File: src/rtl/zamanlayici_cevre.sv
// Memory-mapped timer: prescaled 32-bit counter with compare, match/overflow status and level interrupt.
// Bus port mirrors anabellek: combinational read, write committed on the rising edge.
module zamanlayici_cevre #(
   parameter int                    ADRES_BIT    = 32,
   parameter logic [ADRES_BIT-1:0]  TABAN_ADRES  = 32'h4000_0000,
   parameter int                    VERI_BIT     = 32,
   parameter int                    ONBOLUCU_BIT = 8
) (
   input  logic                 clk,
   input  logic                 rst,
   input  logic [ADRES_BIT-1:0] adres,
   output logic [VERI_BIT-1:0]  oku_veri,
   input  logic [VERI_BIT-1:0]  yaz_veri,
   input  logic                 yaz_gecerli,
   output logic                 secili,
   output logic                 kesme
);

   logic [VERI_BIT-1:0]     sayac_reg, sayac_next;
   logic [VERI_BIT-1:0]     karsilastirma_reg, karsilastirma_next;
   logic [2:0]              denetim_reg, denetim_next;
   logic [1:0]              durum_reg, durum_next;
   logic [ONBOLUCU_BIT-1:0] onbolucu_reg, onbolucu_next;
   logic [ONBOLUCU_BIT-1:0] pc_reg, pc_next;

   logic [ADRES_BIT-1:0] fark;
   logic [2:0]           ofs;
   logic                 yaz;
   logic                 tick, esit, eslesme_set, tasma_set;

   // Subtracting first keeps the upper window bound free of overflow at the top of the address space.
   assign fark   = adres - TABAN_ADRES;
   assign secili = (adres >= TABAN_ADRES) && (fark < ADRES_BIT'(32));
   assign ofs    = fark[4:2];
   assign yaz    = yaz_gecerli & secili;
   assign kesme  = durum_reg[0] & denetim_reg[2];

   always_comb begin
      oku_veri = '0;
      if (secili) begin
         case (ofs)
            3'd0:    oku_veri = sayac_reg;
            3'd1:    oku_veri = karsilastirma_reg;
            3'd2:    oku_veri = {{(VERI_BIT-3){1'b0}}, denetim_reg};
            3'd3:    oku_veri = {{(VERI_BIT-2){1'b0}}, durum_reg};
            3'd4:    oku_veri = {{(VERI_BIT-ONBOLUCU_BIT){1'b0}}, onbolucu_reg};
            default: oku_veri = '0;
         endcase
      end
   end

   always_comb begin
      tick               = denetim_reg[0] && (pc_reg == onbolucu_reg);
      esit               = (sayac_reg == karsilastirma_reg);
      eslesme_set        = tick && esit;
      tasma_set          = tick && !esit && (sayac_reg == '1);
      sayac_next         = sayac_reg;
      karsilastirma_next = karsilastirma_reg;
      denetim_next       = denetim_reg;
      onbolucu_next      = onbolucu_reg;
      durum_next         = durum_reg;
      pc_next            = pc_reg + ONBOLUCU_BIT'(1);

      if (!denetim_reg[0] || tick || (yaz && (ofs == 3'd2 || ofs == 3'd4)))
         pc_next = '0;

      if (tick) begin
         if (esit && denetim_reg[1])
            sayac_next = '0;
         else if (tasma_set)
            sayac_next = '0;
         else
            sayac_next = sayac_reg + VERI_BIT'(1);
      end

      if (yaz) begin
         case (ofs)
            3'd0:    sayac_next         = yaz_veri;
            3'd1:    karsilastirma_next = yaz_veri;
            3'd2:    denetim_next       = yaz_veri[2:0];
            3'd3:    durum_next         = durum_reg & ~yaz_veri[1:0];
            3'd4:    onbolucu_next      = yaz_veri[ONBOLUCU_BIT-1:0];
            default: ;
         endcase
      end

      // Hardware set wins over a same-cycle write-1-to-clear.
      durum_next = durum_next | {tasma_set, eslesme_set};
   end

   always_ff @(posedge clk) begin
      if (rst) begin
         sayac_reg         <= '0;
         karsilastirma_reg <= '1;
         denetim_reg       <= '0;
         durum_reg         <= '0;
         onbolucu_reg      <= '0;
         pc_reg            <= '0;
      end else begin
         sayac_reg         <= sayac_next;
         karsilastirma_reg <= karsilastirma_next;
         denetim_reg       <= denetim_next;
         durum_reg         <= durum_next;
         onbolucu_reg      <= onbolucu_next;
         pc_reg            <= pc_next;
      end
   end

endmodule

File: config.mk
export PLATFORM = sky130hd
export DESIGN_NAME = zamanlayici_cevre
export DESIGN_NICKNAME = d
export VERILOG_FILES = /design/src/rtl/zamanlayici_cevre.sv
export SDC_FILE = /design/constraint.sdc
export NUM_CORES = 1
export LEC_CHECK = 0
export BUFFER_PORTS_ARGS = -buffer_cell sky130_fd_sc_hd__buf_2
export CAP_MARGIN = 10
export CORE_AREA = 4 4 91 115
export DETAILED_ROUTE_END_ITERATION = 8
export DIE_AREA = 0 0 95 119
export GPL_TIMING_DRIVEN = 0
export HOLD_SLACK_MARGIN = 0.15
export PLACE_DENSITY = 0.77
export SLEW_MARGIN = 0
export SYNTH_ARGS = -nofsm -noshare
export SYNTH_HDL_FRONTEND = slang
export SYNTH_SLANG_ARGS = --single-unit
File: constraint.sdc
create_clock -name clk -period 2.9 [get_ports clk]
set_clock_uncertainty 0.1 [all_clocks]
set_input_delay 0.58 -clock clk [delete_from_list [all_inputs] [get_ports clk]]
set_output_delay 0.58 -clock clk [all_outputs]
set_load 0.03 [all_outputs]
==> out/qor.yml, run 1 <==
ys.flop_type: "dfxtp_1"
crit_required_ns: 2.22
slew_headroom_pct: 49.6
wl_mm: 15.6
drcViolationCount: 0
synth_edf_count: 0
path_delay_family: "simple AND/OR/NAND/NOR gates"
max_freq_mhz: 344
status: "finished, violations left"
crit_chain: "buf_2, nor4_1, nand4_1, nor3_4, nand2_4, buf_8, nor3_4, clkbuf_4"
dieArea_um2: 11300
grt_pass1_vias: 4953
ys.warnings.count: 0
hold_ws_ns: 0.340
grt_use_total_pct: 27.9
path_clk_slew_ns: 0.06
antenna_left: 0
ir_worst_vdd_uv: 296
r2r_cells: 8
fin_nets: 773
clk_latency_ns: 0.35
drv_slew: 0
crit_buf_inv: 3
cpPeakStageDelay_ns: 0.32
grt_overflow_total: 0
cts_max_level: 3
post_drt_wl_per_cell_um: 18.7
path_class: "in2out"
synth_seq_area_share_pct: 34.2
tightest_slew_ns: 0.750
antenna_cells: 0
placed_cells: 815
clockBufferDepth: 2
critPathMaxFanout: 10
mostFrequentLayoutCell: "buf_2"
synthArstFlopShare_pct: 0
dieWidth_um: 95
path_depth: 8
finalCoreUtilization_pct: 65.8
initial_core_util_pct: 52.9
cp_slowest_cell: "nor4_1"
port_buffers: 97
instances_no_fill: 835
gp_congestion: 0.924
die_h_um: 119
fin_crit_ns: 2.90
grt_pass1_wl_mm: 24.7
power.density_nw_per_um2: 417
setup_ws_ns: -0.00313
cts_tree: "yes"
drive_gt1_share_pct: 26.2
setup-tns-final_ns: -0.00313
multiInputGateArea_um2: 3190
ios: 101
rows: 40
ys_ff_latch: 85
netlist_area_um2: 4980
hold_depth: 3
startpoint_type: "input pin"
p_leak_nw: 2.19
numClockSinks: 85
critPathCaptureType: "output pin"
core_um2: 9410
viasPerCell: 5.85
synth.avg_cell_area_um2: 8.41
syn_inst: 592
dr.pass1.iters: 5
dp_slack_ns: -0.750
violations: "setup timing"
vias: 4885
min-delay-path-class: "in2reg"
layout_common_cells: "buf_2, dfxtp_1, nand2_1"
crit_top_cell: "nor3_4"
cts_buffers: 9
postCtsHoldBufs: 0
synth.distinct_cells: 49
grt_start_max_net_pins: 15
drv_cap: 0
syn_nets: 661
fillers: 827
antenna_found_initial: 0
rsz0062_at_grt: "true"
finalHoldViolations: 0
final.period_utilization_pct: 100
post-dp-hpwl_mm: 11.6
initialDrtViolationCount: 356
arrival_ns: 2.22
root_buffer: "clkbuf_16"
setup_violations: 1
regArea_um2: 1700
r2r_setup_slack_ns: 0.24
syn_to_final_growth_pct: 24.5
## logic make-up (layout without fill, tap and decap cells)
logic type	count (synthesis)	in the layout	share of synthesized area (%)
compound gates	78	78	11.6
xor+xnor	76	76	13.4
fa+ha+maj	2	2	0.503
buf+inv	50	167	4.98
flops	85	85	34.2
mux	50	50	10.1
simple gates	251	251	25.2
## cell usage after synthesis (2+ instances only)
master	number	area share, %
a21oi_1	10	1.0
a22oi_1	28	4.2
and2_0	2	0.25
and2_1	4	0.50
and3_1	8	1.0
and4_1	7	1.2
and4_2	2	0.40
buf_2	8	0.80
buf_4	4	0.60
buf_6	2	0.45
clkbuf_1	26	2.0
clkbuf_8	2	0.55
dfxtp_1	85	34
ha_1	2	0.50
inv_1	7	0.53
mux2_2	2	0.45
mux2i_1	48	9.7
nand2_1	82	6.2
nand3_1	20	2.0
nand3b_1	2	0.30
nand4_1	20	2.5
nor2_1	54	4.1
nor2b_1	2	0.25
nor3_1	21	2.1
nor3b_1	2	0.30
nor4_1	13	1.6
o21ai_0	2	0.20
o31ai_1	28	4.2
o31ai_2	3	0.75
or3_1	3	0.38
xnor2_1	62	11
xor2_1	14	2.5
## per-stage QoR
stage          power [mW]  cell area [um2]
2_1_floorplan        1.26             5100
3_3_place_gp         1.33             5750
3_5_place_dp         1.33             5750
4_1_cts              2.58             6130
5_1_grt              2.64             6190
6_report             2.58             6190
## worst reg2reg max path, delay by kind of cell (launching register included)
family | cells | cell delay (ns)
and+or+nand+nor | 3 | 0.76
AOI/OAI and AO/OA | 3 | 0.76
DFF | 1 | 0.46
buffers and inverters | 2 | 0.45
## area by class of cell
type | instances | share of cell area [%]
multi-input cells | 457 | 51.5
clock inverters | 6 | 1.39
inverters | 8 | 0.485
clock buffers | 10 | 3.86
flip-flops and latches | 85 | 27.5
repair buffers | 101 | 8.52
well taps | 126 | 2.54
plain buffers | 42 | 4.24
## path summary, 6_finish.rpt
| path | startpoint | endpoint |
|---|---|---|
| setup / recovery | adres[7] | oku_veri[7] |
| hold / removal | yaz_veri[14] | sayac_reg[14] |
| setup reg to reg | sayac_reg[3] | sayac_reg[17] |
| hold reg to reg | pc_reg[0] | pc_reg[0] |
## report_power, final
group          internal, mW  leakage, nW  total [mW]  switching [mW]
Sequential             1.17        0.686        1.17  0.000000000901
Combinational        0.0604         1.34       0.149          0.0887
Clock                 0.776        0.158        1.27           0.489
Total                  2.00         2.19        2.58           0.578
## metal layers
layer | share of wire, % | GRT usage, %
met4 | 3.0 | 11.7
met1 | 38 | 32.8
met5 | 0 | 0
met2 | 52 | 49.4
met3 | 6.1 | 4.36
## timing repair
| action | in CTS | in global routing |
|---|---|---|
| endpoints found under the setup margin | 31 | 32 |
| gates resized for setup | 19 | 23 |
| pin swaps | 2 | 2 |
| buffers inserted | 2 | 2 |
Note: power is estimated with default switching activity, not from simulation.
==> run 2, diff against run 1 <==
- SKIP_CTS_REPAIR_TIMING: not set -> 1
==> run 2 against run 1 <==
  * Sequential share of layout area barely moved
  * Maximum frequency rose by 0.16%
  * Final area rose by 0.18%
  * The flow now finishes without violations
  * Critical path depth did not move
  * Sequential power barely moved
  * Worst hold slack improved by 0.0024 ns
  * Critical endpoint unchanged
==> out/qor.yml, run 2 (synthesized netlist as in run 1, its figures left out) <==
drv_cap: 0  # unchanged
final.period_utilization_pct: 99.9  # was 100%
root_buffer: "clkbuf_16"  # unchanged
grt_pass1_wl_mm: 24.6  # was 24.7 mm
antenna_cells: 0  # unchanged
post-dp-hpwl_mm: 11.6  # unchanged
numClockSinks: 85  # unchanged
total_power_mw: 2.58  # about the same
finish.instance_area_um2: 6210  # was 6190 um2
path_class: "in2out"  # unchanged
rsz0062_at_grt: "true"  # unchanged
r2r_start: "sayac_reg[3]"  # unchanged
dp_slack_ns: -0.750  # unchanged
setup_ws_ns: 0.00150  # was -0.00313 ns
startpoint_type: "input pin"  # unchanged
finalCoreUtilization_pct: 66.0  # was 65.8%
post_drt_wl_per_cell_um: 18.7  # about the same
ios: 101  # unchanged
grt_overflow_total: 0  # unchanged
instances_no_fill: 836  # was 835
initialDrtViolationCount: 357  # was 356
cpPeakStageDelay_ns: 0.30  # was 0.32 ns
fin_crit_ns: 2.90  # about the same
cts_max_level: 3  # unchanged
max_freq_mhz: 345  # was 344 MHz
mostFrequentLayoutCell: "buf_2"  # unchanged
clk_latency_ns: 0.35  # about the same
r2r_setup_slack_ns: 0.23  # was 0.24 ns
dr.pass1.iters: 7  # was 5
clockBufferDepth: 2  # unchanged
antenna_found_initial: 0  # unchanged
drive_gt1_share_pct: 26.5  # was 26.2%
dieArea_um2: 11300  # unchanged
drv_slew: 0  # unchanged
gp_congestion: 0.924  # unchanged
setup-tns-final_ns: 0  # was -0.00313 ns
ir_worst_vdd_uv: 294  # was 296 uV
power.density_nw_per_um2: 416  # was 417 nW/um2
syn_to_final_growth_pct: 24.7  # was 24.5%
port_buffers: 97  # unchanged
placed_cells: 815  # unchanged
rows: 40  # unchanged
tightest_slew_ns: 0.738  # was 0.750 ns
critPathMaxFanout: 10  # unchanged
cts_tree: "yes"  # unchanged
grt_use_total_pct: 27.8  # was 27.9%
vias: 4907  # was 4885
dieWidth_um: 95  # unchanged
hold_depth: 3  # unchanged
crit_buf_inv: 3  # unchanged
rr_endpoint: "sayac_reg[17]"  # unchanged
path_clk_slew_ns: 0.06  # about the same
grt_pass1_vias: 4930  # was 4953
status: "complete, no violations"  # was finished, violations left
placed_area_um2: 5750  # unchanged
path_delay_family: "simple AND/OR/NAND/NOR gates"  # unchanged
core_um2: 9410  # unchanged
crit_required_ns: 2.22  # about the same
min_to: "sayac_reg[14]"  # unchanged
crit_top_cell: "nor3_4"  # unchanged
setup_violations: 0  # was 1
arrival_ns: 2.22  # about the same
antenna_left: 0  # unchanged
min-delay-path-class: "in2reg"  # unchanged
die_h_um: 119  # unchanged
layout_common_cells: "buf_2, dfxtp_1, nand2_1"  # unchanged
critPathCaptureType: "output pin"  # unchanged
wl_mm: 15.6  # about the same
finalHoldViolations: 0  # unchanged
crit_chain: "buf_2, nor4_1, nand4_1, nor3_4, nand2_4, buf_6, nor3_4, clkbuf_4"  # was buf_2, nor4_1, nand4_1, nor3_4, nand2_4, buf_8, nor3_4, clkbuf_4
p_leak_nw: 2.21  # was 2.19 nW
grt_start_max_net_pins: 15  # unchanged
initial_core_util_pct: 52.9  # unchanged
min_from: "yaz_veri[14]"  # unchanged
cts_buffers: 9  # unchanged
slew_headroom_pct: 50.3  # was 49.6%
cp_slowest_cell: "nor3_4"  # was nor4_1
fin_nets: 774  # was 773
hold_ws_ns: 0.343  # was 0.340 ns
drcViolationCount: 0  # unchanged
r2r_cells: 8  # unchanged
viasPerCell: 5.87  # was 5.85
[run 2: area by class of cell]
cell class / instances / area, um2
well taps: 126 / 158
plain buffers: 42 / 260
inverters: 8 / 30.0
fillers: 838 / 3200
clock inverters: 6 / 86.3
clock buffers: 10 / 239
multi-input cells: 457 / 3200
repair buffers: 102 / 536
flip-flops and latches: 85 / 1700
[run 2: worst max path at each step]
stage | startpoint | endpoint | slack (ns) | depth (start not counted)
6_report | adres[6] | oku_veri[7] | 0.001 | 8
5_1_grt | adres[20] | oku_veri[18] | -0.06 | 8
4_1_cts | adres[4] | oku_veri[18] | -0.77 | 8
3_5_place_dp | adres[4] | oku_veri[18] | -0.75 | 8
3_3_place_gp | adres[4] | oku_veri[24] | -0.68 | 8
2_1_floorplan | adres[18] | oku_veri[3] | -0.09 | 5
[run 2: worst reg2reg max path: cells and delay by family, from the launching register on]
kind | cells | cell delay [ns]
compound gates | 3 | 0.77
flops | 1 | 0.46
buf+inv | 2 | 0.45
simple gates | 3 | 0.76
[run 2: metal layers]
| layer | GRT usage [%] | vias up | share of wire [%] |
|---|---|---|---|
| li1 | - | 2328 | - |
| met1 | 32.7 | 2333 | 38 |
| met2 | 49.1 | 203 | 52 |
| met3 | 4.30 | 43 | 6.1 |
| met4 | 12.0 | 0 | 3.4 |
| met5 | 0 | - | 0 |
[run 2: where the power goes]
part	switching, mW	total, mW	internal (mW)	leakage [nW]
Sequential	0.000000000903	1.17	1.17	0.686
Clock	0.487	1.26	0.776	0.158
Combinational	0.0898	0.152	0.0619	1.36
Total	0.577	2.58	2.01	2.21
==> run 3, diff against run 2 <==
- CORE_AREA: 4 4 91 115 -> 4 4 95 119
- DIE_AREA: 0 0 95 119 -> 0 0 99 123
- PLACE_DENSITY: 0.77 -> 0.75
- REMOVE_ABC_BUFFERS: not set -> 1
- clock period: 2.9 -> 2.4 ns (I/O delays scaled with it)
==> run 3 against run 2 <==
  * The flow now finishes with violations (setup timing)
  * Combinational power rose by 26%
  * Final area increased by 3.0%
  * Setup slack got worse by 0.23 ns
  * Critical path type unchanged
  * Routed wire length up 0.56%
  * Critical path depth is 1 higher
==> out/qor.yml, run 3 (synthesized netlist as in run 1, its figures left out) <==
setup_ws_ns: -0.232  # was 0.00150 ns
initialDrtViolationCount: 368  # was 357
path_class: "in2out"  # unchanged
cpPeakStageDelay_ns: 0.28  # was 0.30 ns
cts_max_level: 3  # unchanged
antenna_found_initial: 0  # unchanged
viasPerCell: 6.07  # was 5.87
port_buffers: 98  # was 97
cts_tree: "yes"  # unchanged
min_from: "yaz_veri[29]"  # was yaz_veri[14]
die_h_um: 123  # was 119 um
drive_gt1_share_pct: 28.2  # was 26.5%
fillers: 836  # was 838
p_sw_share_pct: 22.2  # was 22.3%
max_freq_mhz: 380
clk_latency_ns: 0.35  # about the same
drv_slew: 0  # unchanged
critPathMaxFanout: 5  # was 10
cts_buffers: 9  # unchanged
fin_nets: 752  # was 774
status: "finished, violations left"  # was complete, no violations
final.period_utilization_pct: 110
finalHoldViolations: 0  # unchanged
layout_common_cells: "nand2_1, dfxtp_1, buf_2"  # was buf_2, dfxtp_1, nand2_1
violations: "setup timing"
setup_violations: 32  # was 0
p_int_mw: 2.40  # was 2.01 mW
power.density_nw_per_um2: 482  # was 416 nW/um2
syn_to_final_growth_pct: 28.5  # was 24.7%
slew_headroom_pct: 36.0  # was 50.3%
ios: 101  # unchanged
p_switching_uw: 686  # was 577 uW
core_um2: 10100  # was 9410 um2
crit_chain: "buf_2, nor4_2, nand4_1, buf_6, nor3_4, nand2_4, buf_12, nor3_4, buf_6"  # was buf_2, nor4_1, nand4_1, nor3_4, nand2_4, buf_6, nor3_4, clkbuf_4
ir_worst_vdd_uv: 391  # was 294 uV
cp_slowest_cell: "nor4_2"  # was nor3_4
arrival_ns: 2.05  # was 2.22 ns
vias: 4956  # was 4907
root_buffer: "clkbuf_16"  # unchanged
antenna_left: 0  # unchanged
dieArea_um2: 12200  # was 11300 um2
dieWidth_um: 99  # was 95 um
tightest_slew_ns: 0.955  # was 0.738 ns
post-dp-hpwl_mm: 10.2  # was 11.6 mm
drv_cap: 0  # unchanged
p_leak_nw: 2.22  # was 2.21 nW
power_frac_seq_pct: 45.7  # was 45.2%
critPathCaptureType: "output pin"  # unchanged
hold_ws_ns: 0.247  # was 0.343 ns
grt_pass1_wl_mm: 22.7  # was 24.6 mm
clkPwrFrac_pct: 48.1  # was 48.9%
path_delay_family: "simple AND/OR/NAND/NOR gates"  # unchanged
drcViolationCount: 0  # unchanged
gp_congestion: 0.855  # was 0.924
numClockSinks: 85  # unchanged
mostFrequentLayoutCell: "nand2_1"  # was buf_2
dr.pass1.iters: 5  # was 7
initial_core_util_pct: 49.2  # was 52.9%
setup-tns-final_ns: -6.22  # was 0 ns
grt_use_total_pct: 23.0  # was 27.8%
grt_pass1_vias: 4679  # was 4930
r2r_start: "sayac_reg[25]"  # was sayac_reg[3]
critPathLaunch: "adres[5]"  # was adres[6]
startpoint_type: "input pin"  # unchanged
p_comb_share_pct: 6.2  # was 5.9%
regArea_um2: 1720  # was 1700 um2
crit_buf_inv: 4  # was 3
clockBufferDepth: 2  # unchanged
grt_start_max_net_pins: 37  # was 15
antenna_cells: 0  # unchanged
wl_mm: 15.7  # was 15.6 mm
rsz0062_at_grt: "true"  # unchanged
path_clk_slew_ns: 0.06  # about the same
min-delay-path-class: "in2reg"  # unchanged
multiInputGateArea_um2: 3270  # was 3200 um2
grt_overflow_total: 0  # unchanged
crit_required_ns: 1.82  # was 2.22 ns
rows: 41  # was 40
post_drt_wl_per_cell_um: 19.3  # was 18.7 um
fin_crit_ns: 2.63
==> run 3: changes by cell type in the layout (fill, tap and decap cells not counted), moves of 11 or more <==
cell,before,now
buf_2,101,63
buf_4,13,33
buf_6,3,16
dfxtp_1,85,72
dfxtp_2,0,12
nor2_1,39,50
==> run 3: per-stage QoR <==
| stage | total power [mW] | instance area (um2) | util, % | worst slack (ns) | std cells |
|---|---|---|---|---|---|
| floorplan | 1.49 | 4760 | - | -1.51 | 550 |
| global placement | 1.59 | 5410 | 53.5 | -2.96 | 777 |
| detailed placement | 1.60 | 5490 | 54.3 | -1.17 | 781 |
| CTS | 3.06 | 5800 | 57.4 | -1.11 | 797 |
| global route | 3.16 | 6390 | 63.3 | -0.308 | 817 |
| finish | 3.08 | 6390 | 63.3 | -0.232 | 817 |
==> run 3: worst min-delay path: stages <==
cell and delay [ns]:
buf_2 0.09, nand2_1 0.05, o31ai_1 0.05
==> run 3: cell type report <==
| cell class | count | area share, % |
|---|---|---|
| timing repair buffer | 119 | 14.0 |
| timing repair inverter | 1 | 0.0783 |
| multi-input combinational | 459 | 51.2 |
| tap | 129 | 2.52 |
| inverter | 8 | 0.528 |
| clock buffer | 12 | 3.70 |
| sequential | 85 | 26.9 |
| clock inverter | 4 | 1.13 |
==> run 3: worst paths after layout <==
path                            slack, ns            end  cells past startpoint
worst min-delay path                 0.25  sayac_reg[29]                      3
worst max register to register       0.04   sayac_reg[5]                      7
worst max-delay path                -0.23    oku_veri[5]                      9
worst min register to register       0.37      pc_reg[0]                      1
==> run 3: layer usage <==
metal	track usage, %	vias up	share of wire (%)
met4	8.03	0	3.0
met5	0	-	0
met1	27.9	2378	40
li1	-	2295	-
met2	40.3	240	50
met3	4.91	43	7.2
==> run 3: power groups by stage <==
stage / sequential, mW / clock [mW] / combinational, mW
6_report: 1.41 / 1.48 / 0.191
4_1_cts: 1.41 / 1.49 / 0.155
2_1_floorplan: 1.44 / 0 / 0.0513
3_5_place_dp: 1.44 / 0 / 0.154
5_1_grt: 1.41 / 1.54 / 0.203
3_3_place_gp: 1.44 / 0 / 0.145
